$ cat src/rtl/bitty_control_seq.sv
// Bitty control sequencer: one instruction per handshake, S load, C load, one-hot writeback.
// Optional BITTY_RETIRE_CNT_EN adds a 32-bit retired-instruction counter output.
module bitty_control_seq #(
  parameter int unsigned INST_W = 16,
  parameter int unsigned NREG   = 8,
  localparam int unsigned RW    = $clog2(NREG),
  localparam int unsigned MUX_W = $clog2(NREG + 1),
  localparam int unsigned IMM_W = INST_W - RW - 6
) (
  input  logic              clk,
  input  logic              reset,
  input  logic [INST_W-1:0] inst,
  input  logic              inst_valid,
  output logic              inst_ready,
  output logic              inst_enable,
  output logic [3:0]        sel,
  output logic              mode,
  output logic [MUX_W-1:0]  mux_sel,
  output logic [IMM_W-1:0]  imm,
  output logic              S_enable,
  output logic              C_enable,
  output logic [NREG-1:0]   reg_enable,
  output logic              done,
`ifdef BITTY_RETIRE_CNT_EN
  output logic [31:0]       retire_cnt,
`endif
  output logic              illegal
);

  typedef enum logic [1:0] {StIdle, StLdS, StLdC, StWb} state_e;

  state_e              state_q, state_d;
  logic [INST_W-1:0]   inst_q, inst_d;
  logic [RW-1:0]       rx, ry;
  logic                fmt;
  logic [NREG-1:0]     reg_dec;

  assign rx  = inst_q[INST_W-1 -: RW];
  assign ry  = inst_q[INST_W-1-RW -: RW];
  assign fmt = inst_q[0];

  // Decode only valid register indices; an empty decode marks rx as out of range.
  always_comb begin
    reg_dec = '0;
    for (int unsigned i = 0; i < NREG; i++) begin
      reg_dec[i] = (rx == RW'(i));
    end
  end

  always_comb begin
    state_d     = state_q;
    inst_d      = inst_q;
    inst_ready  = 1'b0;
    inst_enable = 1'b0;
    sel         = '0;
    mode        = 1'b0;
    imm         = '0;
    mux_sel     = '0;
    S_enable    = 1'b0;
    C_enable    = 1'b0;
    reg_enable  = '0;
    done        = 1'b0;
    illegal     = 1'b0;
    // Outputs are held low for the whole reset assertion, including inst_ready.
    if (!reset) begin
      sel  = inst_q[5:2];
      mode = inst_q[1];
      imm  = inst_q[INST_W-RW-1:6];
      unique case (state_q)
        StIdle: begin
          inst_ready = 1'b1;
          if (inst_valid) begin
            inst_d  = inst;
            state_d = StLdS;
          end
        end
        StLdS: begin
          mux_sel  = MUX_W'(rx);
          S_enable = 1'b1;
          state_d  = StLdC;
        end
        StLdC: begin
          mux_sel  = fmt ? MUX_W'(NREG) : MUX_W'(ry);
          C_enable = 1'b1;
          state_d  = StWb;
        end
        StWb: begin
          mux_sel    = MUX_W'(rx);
          reg_enable = reg_dec;
          done       = 1'b1;
          illegal    = ~|reg_dec;
          inst_ready = 1'b1;
          if (inst_valid) begin
            inst_d  = inst;
            state_d = StLdS;
          end else begin
            state_d = StIdle;
          end
        end
        default: state_d = StIdle;
      endcase
      inst_enable = inst_valid & inst_ready;
    end
  end

  always_ff @(posedge clk or posedge reset) begin
    if (reset) begin
      state_q <= StIdle;
      inst_q  <= '0;
    end else begin
      state_q <= state_d;
      inst_q  <= inst_d;
    end
  end

`ifdef BITTY_RETIRE_CNT_EN
  logic [31:0] retire_cnt_q;

  always_ff @(posedge clk or posedge reset) begin
    if (reset) begin
      retire_cnt_q <= '0;
    end else if (done) begin
      retire_cnt_q <= retire_cnt_q + 32'd1;
    end
  end

  assign retire_cnt = retire_cnt_q;
`endif

endmodule

$ cat config.mk
export PLATFORM = sky130hd
export DESIGN_NAME = bitty_control_seq
export DESIGN_NICKNAME = d
export VERILOG_FILES = /design/src/rtl/bitty_control_seq.sv
export SDC_FILE = /design/constraint.sdc
export NUM_CORES = 1
export LEC_CHECK = 0
export ABC_AREA = 1
export CAP_MARGIN = 20
export CORE_MARGIN = 2
export CORE_UTILIZATION = 40
export DETAILED_ROUTE_END_ITERATION = 12
export PLACE_DENSITY_LB_ADDON = 0.2
export SYNTH_ARGS = -nofsm -noshare
export SYNTH_HDL_FRONTEND = slang
export SYNTH_SLANG_ARGS = --single-unit
$ cat constraint.sdc
create_clock -name clk -period 4.9 [get_ports clk]
set_clock_uncertainty 0.05 [all_clocks]
set_input_delay 0.98 -clock clk [delete_from_list [all_inputs] [get_ports clk]]
set_output_delay 0.98 -clock clk [all_outputs]
set_load 0.02 [all_outputs]
==> metrics.txt, run 1 <==
Rel. slew slack=61.65%; r2r startpoint=state_q[0]; CTS HTree Levels=1; antenna violations before repair=0; multi-input gate area in the final layout=489.2 sq um; Clock Latency Late Sink=0.28 ns; number of global-route vias before repair=1024; Final ANT Viol Nets=0; Ports=49; crit path to=inst_enable; fraction of layout cells with a size suffix above 1=4.412%; pre-CTS setup slack=1.032 ns; Final Wtd Congestion=0.7870; period utilization=79.13%; largest net degree at the start of global routing=21; CP Data Required Time=3.87 ns; floorplan core area=0.002522 sq mm; DP Cell Count=230; register area share after synthesis=41.67%; Port Buffers=47; WL final=2.598 mm; Max VDD drop=0.0002778 V; CTS tree=done; FILL cells=230; Cells after Synth=156; RSZ-0062 raised after global routing=no; CTS max path bufs=2; DIE WIDTH=55.99 um; worst hold path type=reg2reg; TritonCTS sink count=18; crit path DAT=2.85 ns; Synth top area share=41.67%; Synth area leader=dfrtp_1; final non-filler cell total=234; initial core utilization=42.86%; run status=finished clean; Die Y=55.99 um; die area=0.003134 sq mm; GRT overflow=0; drt wl/cell=11.10 um; Cell variety after synth=16; PwrDens=500.0 mW/mm^2; Post-CTS Resized=0; via count=1080; crit path from=reset; CTS Root Cell=clkbuf_4; RR Endpoint=inst_q[11]; Rows=18; Post-CTS Hold Buffers=0; WHS=0.4417 ns; vias per inst=4.615; max_cap viols=0; R2R cell count=7; Pleak=0.8078 nW; Synth Area per Inst=6.930 sq um; final setup margin=1.022 ns; WS Path Type=in2out; postcts setup bufs=0; CTS buffer count=3; first-pass GRT wire length=4.360 mm; setup violators final=0; Starting DRT DRC Count=19; Setup crit start kind=input pin; total track usage=17.26%; f_max=0.2579 GHz; NumNets Final=229; syn nets=180; Worst Hold Depth=2; Worst Path Max Fanout=17; area growth from synthesis to layout=47.80%; DP Wirelength=2.048 mm; Yosys reg bits=18; commonest non-fill, non-tap cells in the layout=64 x nand2_1, 47 x clkdlybuf4s50_1, 24 x inv_1; final max-slew violation count=0; storage element area=450.4 sq um; R2R setup slack=3.26 ns; endpoint class of the critical path=output pin; Hold Fails Final Rpt=0; Post-Syn Area=0.001081 sq mm; TNS Setup=0 ns; Worst-path clk slew=0.11 ns; final core occ=63.34%; Ys Warns=0; most common cell after layout, fill and taps aside=nand2_1; top cells by area, synth=dfrtp_1 42%, nand2_1 22%, inv_1 8.3%, nor2_1 8.0%, ha_1 5.8%; Slew @ Worst Pin=0.5735 ns; drt pass-1 iters=4; Residual DRC=0; number of diodes=0; Final Critical Period=3.878 ns
synth_stat cells:
cell and instances:
nor3_1 1, inv_1 24, dfrtp_1 18, nor2_1 23, ha_1 5, nand2_1 64
buf_2 1, nand2_4 1, inv_6 1, nor2_8 1, buf_4 2, conb_1 1
a21oi_1 4, o21ai_0 4, buf_6 2, nand3_1 4
state kept, by name, indices dropped and copies added (netlist names):
register  count
inst_q       16
state_q       2
power by group:
group           total, W  switching, W  internal (W)
registers       0.000274     0.0000559      0.000218
clock network  0.0000906     0.0000454     0.0000452
logic           0.000435      0.000251      0.000184
worst min-delay path by stage:
stage                     startpoint        end  slack, ns
after CTS                  inst_q[7]  inst_q[7]       0.44
after detailed placement   inst_q[7]  inst_q[7]       0.42
after floorplan            inst_q[0]  inst_q[0]       0.40
final                      inst_q[9]  inst_q[9]       0.44
after global placement     inst_q[8]  inst_q[8]       0.41
after global routing       inst_q[9]  inst_q[9]       0.47
kinds of logic after synthesis:
group	after synthesis	share of synthesized area, %
and+or+nand+nor	94	35.42
buffers and inverters	30	13.08
adders and majority gates	5	5.787
DFF	18	41.67
other	1	0.3469
AOI/OAI and AO/OA	8	3.704
worst max-delay path, cell delays in order:
cell and delay, ns:
clkdlybuf4s50_1 0.70, nor2_8 0.22, nand2_4 0.16, inv_6 0.17, clkdlybuf4s50_1 0.62
routing by layer:
layer	global-route usage, %	part of all wire (%)	vias to the layer above	wire (um)
met5	0	0	-	0
met4	5.102	1.9	0	49
met3	3.488	6.2	6	160
met2	30.59	49	38	1274
met1	20.97	43	486	1114
li1	-	-	550	-
final cells by class:
class,count,share of cell area (%)
inverter,25,6.186
tap,30,2.349
sequential,18,28.19
timing repair buffer,49,30.38
clock buffer,4,2.271
multi-input combinational,108,30.62
stage by stage:
| stage | power [W] | instance area, sq um |
|---|---|---|
| finish | 0.0007989 | 1598 |
| global route | 0.0008752 | 1598 |
| CTS | 0.0008042 | 1598 |
| detailed placement | 0.0007130 | 1562 |
| global placement | 0.0006969 | 1562 |
| floorplan | 0.0005547 | 1081 |
Note: power is estimated with default switching activity, not from simulation.
==> run 2: changes to the inputs <==
- clock period: 4.9 -> 3.9 ns (I/O delays scaled with it)
==> run 2 against run 1 <==
  * Worst hold slack better by 0.0026 ns
  * Global-route usage is 0.95 points higher
  * Clock-buffer cell count is the same
  * Register-to-register slack worse by 0.99 ns
  * Sequential power up 26%
  * Critical endpoint is now reg_enable[1]
  * Largest cell class unchanged
==> metrics.txt, run 2 (synthesized netlist as in run 1, its figures left out) <==
FILL cells=240 (was 230); postcts setup bufs=0 (unchanged); drt wl/cell=11.09 um (was 11.10 um); Worst Path Max Fanout=13 (was 17); NumNets Final=229 (unchanged); largest net degree at the start of global routing=21 (unchanged); max_cap viols=0 (unchanged); Rows=18 (unchanged); CTS buffer count=3 (unchanged); setup violators final=0 (unchanged); crit path DAT=2.69 ns (was 2.85 ns); final setup margin=0.3760 ns (was 1.022 ns); Die Y=55.99 um (unchanged); number of global-route vias before repair=1081 (was 1024); antenna violations before repair=0 (unchanged); WL final=2.594 mm (was 2.598 mm); Starting DRT DRC Count=19 (unchanged); DP Wirelength=2.101 mm (was 2.048 mm); Post-CTS Hold Buffers=0 (unchanged); Ports=49 (unchanged); via count=1063 (was 1080); TritonCTS sink count=18 (unchanged); endpoint class of the critical path=output pin (unchanged); drt pass-1 iters=4 (unchanged); Final Critical Period=3.524 ns; most common cell after layout, fill and taps aside=nand2_1 (unchanged); final core occ=63.34% (unchanged); vias per inst=4.543 (was 4.615); Port Buffers=47 (unchanged); number of diodes=0 (unchanged); die area=0.003134 sq mm (unchanged); Final ANT Viol Nets=0 (unchanged); Rel. slew slack=58.35% (was 61.65%); floorplan core area=0.002522 sq mm (unchanged); fraction of layout cells with a size suffix above 1=4.412% (unchanged); WS Path Type=in2out (unchanged); Biggest register=inst_q (unchanged); Residual DRC=0 (unchanged); f_max=0.2838 GHz; Pleak=0.8078 nW (unchanged); Clock Latency Late Sink=0.28 ns (about the same); commonest non-fill, non-tap cells in the layout=64 x nand2_1, 47 x clkdlybuf4s50_1, 24 x inv_1 (unchanged); PwrDens=625.8 mW/mm^2 (was 500.0 mW/mm^2); first-pass GRT wire length=4.650 mm (was 4.360 mm); Worst-path clk slew=0.10 ns (was 0.11 ns); worst hold path type=reg2reg (unchanged); Largest register FFs=16 (unchanged); Final Wtd Congestion=0.7620 (was 0.7870); area growth from synthesis to layout=47.80% (unchanged); period utilization=90.36%; GRT overflow=0 (unchanged); Setup crit start kind=input pin (unchanged); Max VDD drop=0.0003583 V (was 0.0002778 V); CTS tree=done (unchanged); total track usage=18.21% (was 17.26%); pre-CTS setup slack=0.3762 ns (was 1.032 ns); initial core utilization=42.86% (unchanged); CTS HTree Levels=1 (unchanged); RSZ-0062 raised after global routing=no (unchanged); Hold Fails Final Rpt=0 (unchanged); DIE WIDTH=55.99 um (unchanged); Post-CTS Resized=0 (unchanged); CTS max path bufs=2 (unchanged); Slew @ Worst Pin=0.6228 ns (was 0.5735 ns); CP Data Required Time=3.07 ns (was 3.87 ns); Top Registers=inst_q: 16 flops, state_q: 2 flops (unchanged); CTS Root Cell=clkbuf_4 (unchanged); TNS Setup=0 ns (unchanged); run status=finished clean (unchanged); final max-slew violation count=0 (unchanged)
-- run 2: cell counts in the layout (fill, tap and decap cells not counted) --
Identical to the previous run, type by type.
-- run 2: per-stage QoR --
step	area, sq um	hold WS, ns	instances	power [W]
final	1598	0.4443	234	0.0009999
after global routing	1598	0.4610	234	0.001099
after CTS	1598	0.4434	234	0.001012
after detailed placement	1562	0.4149	230	0.0008956
after global placement	1562	0.4150	230	0.0008817
after floorplan	1081	0.3988	156	0.0006970
-- run 2: area by class of cell --
| class | instances | area (sq um) | area share [%] |
|---|---|---|---|
| timing repair buffer | 49 | 485.5 | 30.38 |
| inverter | 25 | 98.84 | 6.186 |
| multi-input combinational | 108 | 489.2 | 30.62 |
| tap | 30 | 37.54 | 2.349 |
| clock buffer | 4 | 36.28 | 2.271 |
| sequential | 18 | 450.4 | 28.19 |
-- run 2: final timing paths --
check                            from             to  slack, ns  cells after the start
min in group asynchronous       reset      inst_q[6]       1.26                      3
hold reg to reg             inst_q[0]      inst_q[0]       0.44                      2
setup reg to reg           state_q[0]     inst_q[14]       2.27                      7
hold / removal              inst_q[0]      inst_q[0]       0.44                      2
max in group asynchronous       reset     state_q[1]       2.33                      3
setup / recovery                reset  reg_enable[1]       0.38                      5
-- run 2: power by group --
group	internal [W]	switching, W	total, W	leakage (nW)
registers	0.000274	0.0000711	0.000345	0.225
clock network	0.0000568	0.0000553	0.000112	0.0210
logic	0.000230	0.000313	0.000543	0.562
total	0.000561	0.000439	0.00100	0.808
-- run 2: critical path, stage by stage --
cell,delay [ns]
clkdlybuf4s50_1,0.72
nor2_1,0.30
nand2_1,0.14
nor2_1,0.12
clkdlybuf4s50_1,0.62
-- run 2: per-layer routing --
metal  part of all wire [%]  GRT usage (%)  routed length, um
met5                      0              0                  0
met4                      0          2.041                  0
met3                    5.2          3.256                134
met2                     51          33.78               1311
met1                     44          22.53               1148
==> run 3: changes to the inputs <==
- ABC_AREA: 1 -> 0
==> run 3 against run 2 <==
  * Worst hold slack gained 0.016 ns
  * Non-clock buffer count grew 1
  * Utilization shrank 0.28 points
  * Sequential cell count is the same
  * Register-to-register slack lost 0.34 ns
  * Setup slack gained 0.14 ns
  * Combinational power grew 16%
  * Clock power grew 4%
  * Cell count shrank 26%
  * Routed wire length shrank 6.7%
  * Sequential power grew 4%
==> metrics.txt, run 3 <==
Setup crit start kind=input pin (unchanged); Post-CTS Hold Buffers=0 (unchanged); syn nets=117 (was 180); R2R cell count=6 (was 7); Critical path buffers and inverters=2 (unchanged); CTS Root Cell=clkbuf_4 (unchanged); DP Wirelength=1.903 mm (was 2.101 mm); Residual DRC=0 (unchanged); Worst path depth=5 (unchanged); CTS max path bufs=2 (unchanged); final setup margin=0.5183 ns (was 0.3760 ns); CP max stage cell=clkdlybuf4s50_1 (unchanged); Rows=18 (unchanged); number of diodes=0 (unchanged); Ports=49 (unchanged); Worst-path clk slew=0.10 ns (about the same); Synth area leader=dfrtp_1 (unchanged); most common cell after layout, fill and taps aside=clkdlybuf4s50_1 (was nand2_1); most numerous cell in the Yosys netlist=dfrtp_1 (was nand2_1); period utilization=86.71% (was 90.36%); EDFF count, synth=0 (unchanged); via count=865 (was 1063); RR Endpoint=inst_q[13] (was inst_q[14]); Cells after Synth=93 (was 156); TritonCTS sink count=18 (unchanged); Worst Hold Endpoint=inst_q[4] (was inst_q[0]); Synth Area per Inst=11.37 sq um (was 6.930 sq um); Final Critical Period=3.382 ns (was 3.524 ns); CTS buffer count=3 (unchanged); initial core utilization=42.29% (was 42.86%); Largest register FFs=16 (unchanged); WL final=2.421 mm (was 2.594 mm); CTS HTree Levels=1 (unchanged); CP top delay family=buffers and inverters (unchanged); Top FF cell, synth=dfrtp_1 (unchanged); worst hold path type=reg2reg (unchanged); antenna violations before repair=0 (unchanged); CP Cell Sequence=clkdlybuf4s50_1 -> nor2b_1 -> nand2b_1 -> nor3_1 -> clkdlybuf4s50_1 (was clkdlybuf4s50_1 -> nor2_1 -> nand2_1 -> nor2_1 -> clkdlybuf4s50_1); Port Buffers=47 (unchanged); NumNets Final=167 (was 229); fraction of layout cells with a size suffix above 1=18.31% (was 4.412%); Yosys reg bits=18 (unchanged); multi-input gate area in the final layout=544.3 sq um (was 489.2 sq um); Ys Warns=0 (unchanged); Post-synth top cells=18 x dfrtp_1, 16 x nor2b_1, 9 x mux2_4 (was 64 x nand2_1, 24 x inv_1, 23 x nor2_1); register area share after synthesis=42.60% (was 41.67%); r2r startpoint=state_q[1] (was state_q[0]); R2R setup slack=1.93 ns (was 2.27 ns); Area after DPL=0.001540 sq mm (was 0.001562 sq mm); Final ANT Viol Nets=0 (unchanged); Worst Hold Depth=1 (was 2); commonest non-fill, non-tap cells in the layout=47 x clkdlybuf4s50_1, 18 x dfrtp_1, 16 x nor2b_1 (was 64 x nand2_1, 47 x clkdlybuf4s50_1, 24 x inv_1); vias per inst=5.029 (was 4.543); TNS Setup=0 ns (unchanged); Post-CTS Resized=0 (unchanged); Die Y=55.41 um (was 55.99 um); Post-Syn Area=0.001057 sq mm (was 0.001081 sq mm); Hold Fails Final Rpt=0 (unchanged); Final Wtd Congestion=0.8926 (was 0.7620); CTS tree=done (unchanged); power after layout=0.001105 W (was 0.0009999 W); Crit path top cell by count=clkdlybuf4s50_1; first-pass GRT wire length=4.160 mm (was 4.650 mm); Cell variety after synth=23 (was 16); Biggest register=inst_q (unchanged); final core occ=63.06% (was 63.34%); FILL cells=215 (was 240); setup violators final=0 (unchanged); drt wl/cell=14.08 um (was 11.09 um); Top Registers=inst_q: 16 flops, state_q: 2 flops (unchanged); top cells by area, synth=dfrtp_1 43%, mux2_4 13%, nor2b_1 9.5%, mux2_2 8.5%, ha_1 5.9% (was dfrtp_1 42%, nand2_1 22%, inv_1 8.3%, nor2_1 8.0%, ha_1 5.8%); storage element area=450.4 sq um (unchanged); Pleak=0.6588 nW (was 0.8078 nW); Largest stage delay, worst path=0.64 ns (was 0.72 ns); endpoint class of the critical path=output pin (unchanged); area growth from synthesis to layout=49.11% (was 47.80%); final max-slew violation count=0 (unchanged); WS Path Type=in2out (unchanged); die area=0.003070 sq mm (was 0.003134 sq mm); Final Instance Area=0.001577 sq mm (was 0.001598 sq mm); run status=finished clean (unchanged); GRT overflow=0 (unchanged); drt pass-1 iters=4 (unchanged); total track usage=17.19% (was 18.21%); postcts setup bufs=0 (unchanged); max_cap viols=0 (unchanged); floorplan core area=0.002500 sq mm (was 0.002522 sq mm); RSZ-0062 raised after global routing=no (unchanged); hold wc startpoint=inst_q[4] (was inst_q[0]); Worst Path Max Fanout=8 (was 13); pre-CTS setup slack=0.5109 ns (was 0.3762 ns); crit path DAT=2.55 ns (was 2.69 ns); CP Data Required Time=3.07 ns (about the same); Clock Latency Late Sink=0.29 ns (was 0.28 ns); asr flop ratio synth=100.0% (unchanged); Synth top area share=42.60% (was 41.67%); f_max=0.2957 GHz (was 0.2838 GHz); Max VDD drop=0.0004342 V (was 0.0003583 V); largest net degree at the start of global routing=17 (was 21); PwrDens=700.6 mW/mm^2 (was 625.8 mW/mm^2); number of global-route vias before repair=855 (was 1081); Starting DRT DRC Count=5 (was 19); DIE WIDTH=55.41 um (was 55.99 um)
run 3: area by class of cell:
class / count / share of cell area (%)
flip-flops and latches: 18 / 28.57
inverters: 4 / 0.9524
clock buffers: 4 / 2.302
repair buffers: 50 / 31.27
well taps: 30 / 2.381
multi-input cells: 66 / 34.52
run 3: metal layers:
metal / wire, um / GRT usage, %
met5: 0 / 0
met4: 56 / 7.666
met3: 131 / 4.215
met2: 1140 / 27.38
met1: 1092 / 21.98
run 3: worst max path at each step:
stage / startpoint / end / slack (ns)
2_1_floorplan: reset / reg_enable[4] / 1.09
3_3_place_gp: reset / mux_sel[3] / 0.62
3_5_place_dp: reset / reg_enable[0] / 0.51
4_1_cts: reset / reg_enable[0] / 0.51
5_1_grt: reset / reg_enable[0] / 0.42
6_report: reset / reg_enable[0] / 0.52
run 3: cell families after synthesis:
group / synth area share, %
flops: 42.60
other cells: 0.3547
simple gates: 18.82
mux: 21.30
fa+ha+maj: 5.917
buf+inv: 5.916
compound gates: 5.090
run 3: stage by stage:
step / instances / hold WS, ns
after floorplan: 93 / 0.4226
after global placement: 168 / 0.4328
after detailed placement: 168 / 0.4350
after CTS: 172 / 0.4640
after global routing: 172 / 0.4886
final: 172 / 0.4605
run 3: power breakdown:
part	internal (W)	leakage, nW	switching (W)
Sequential	0.000283	0.212	0.0000764
Combinational	0.000353	0.425	0.000276
Clock	0.0000569	0.0210	0.0000590
Total	0.000693	0.659	0.000411
run 3: worst reg2reg max path: cells and delay by family (launching register included):
kind	cells	cell delay, ns
DFF	1	0.43
buffers and inverters	2	0.38
muxes	1	0.37
and+or+nand+nor	2	0.34
adders and majority gates	1	0.30
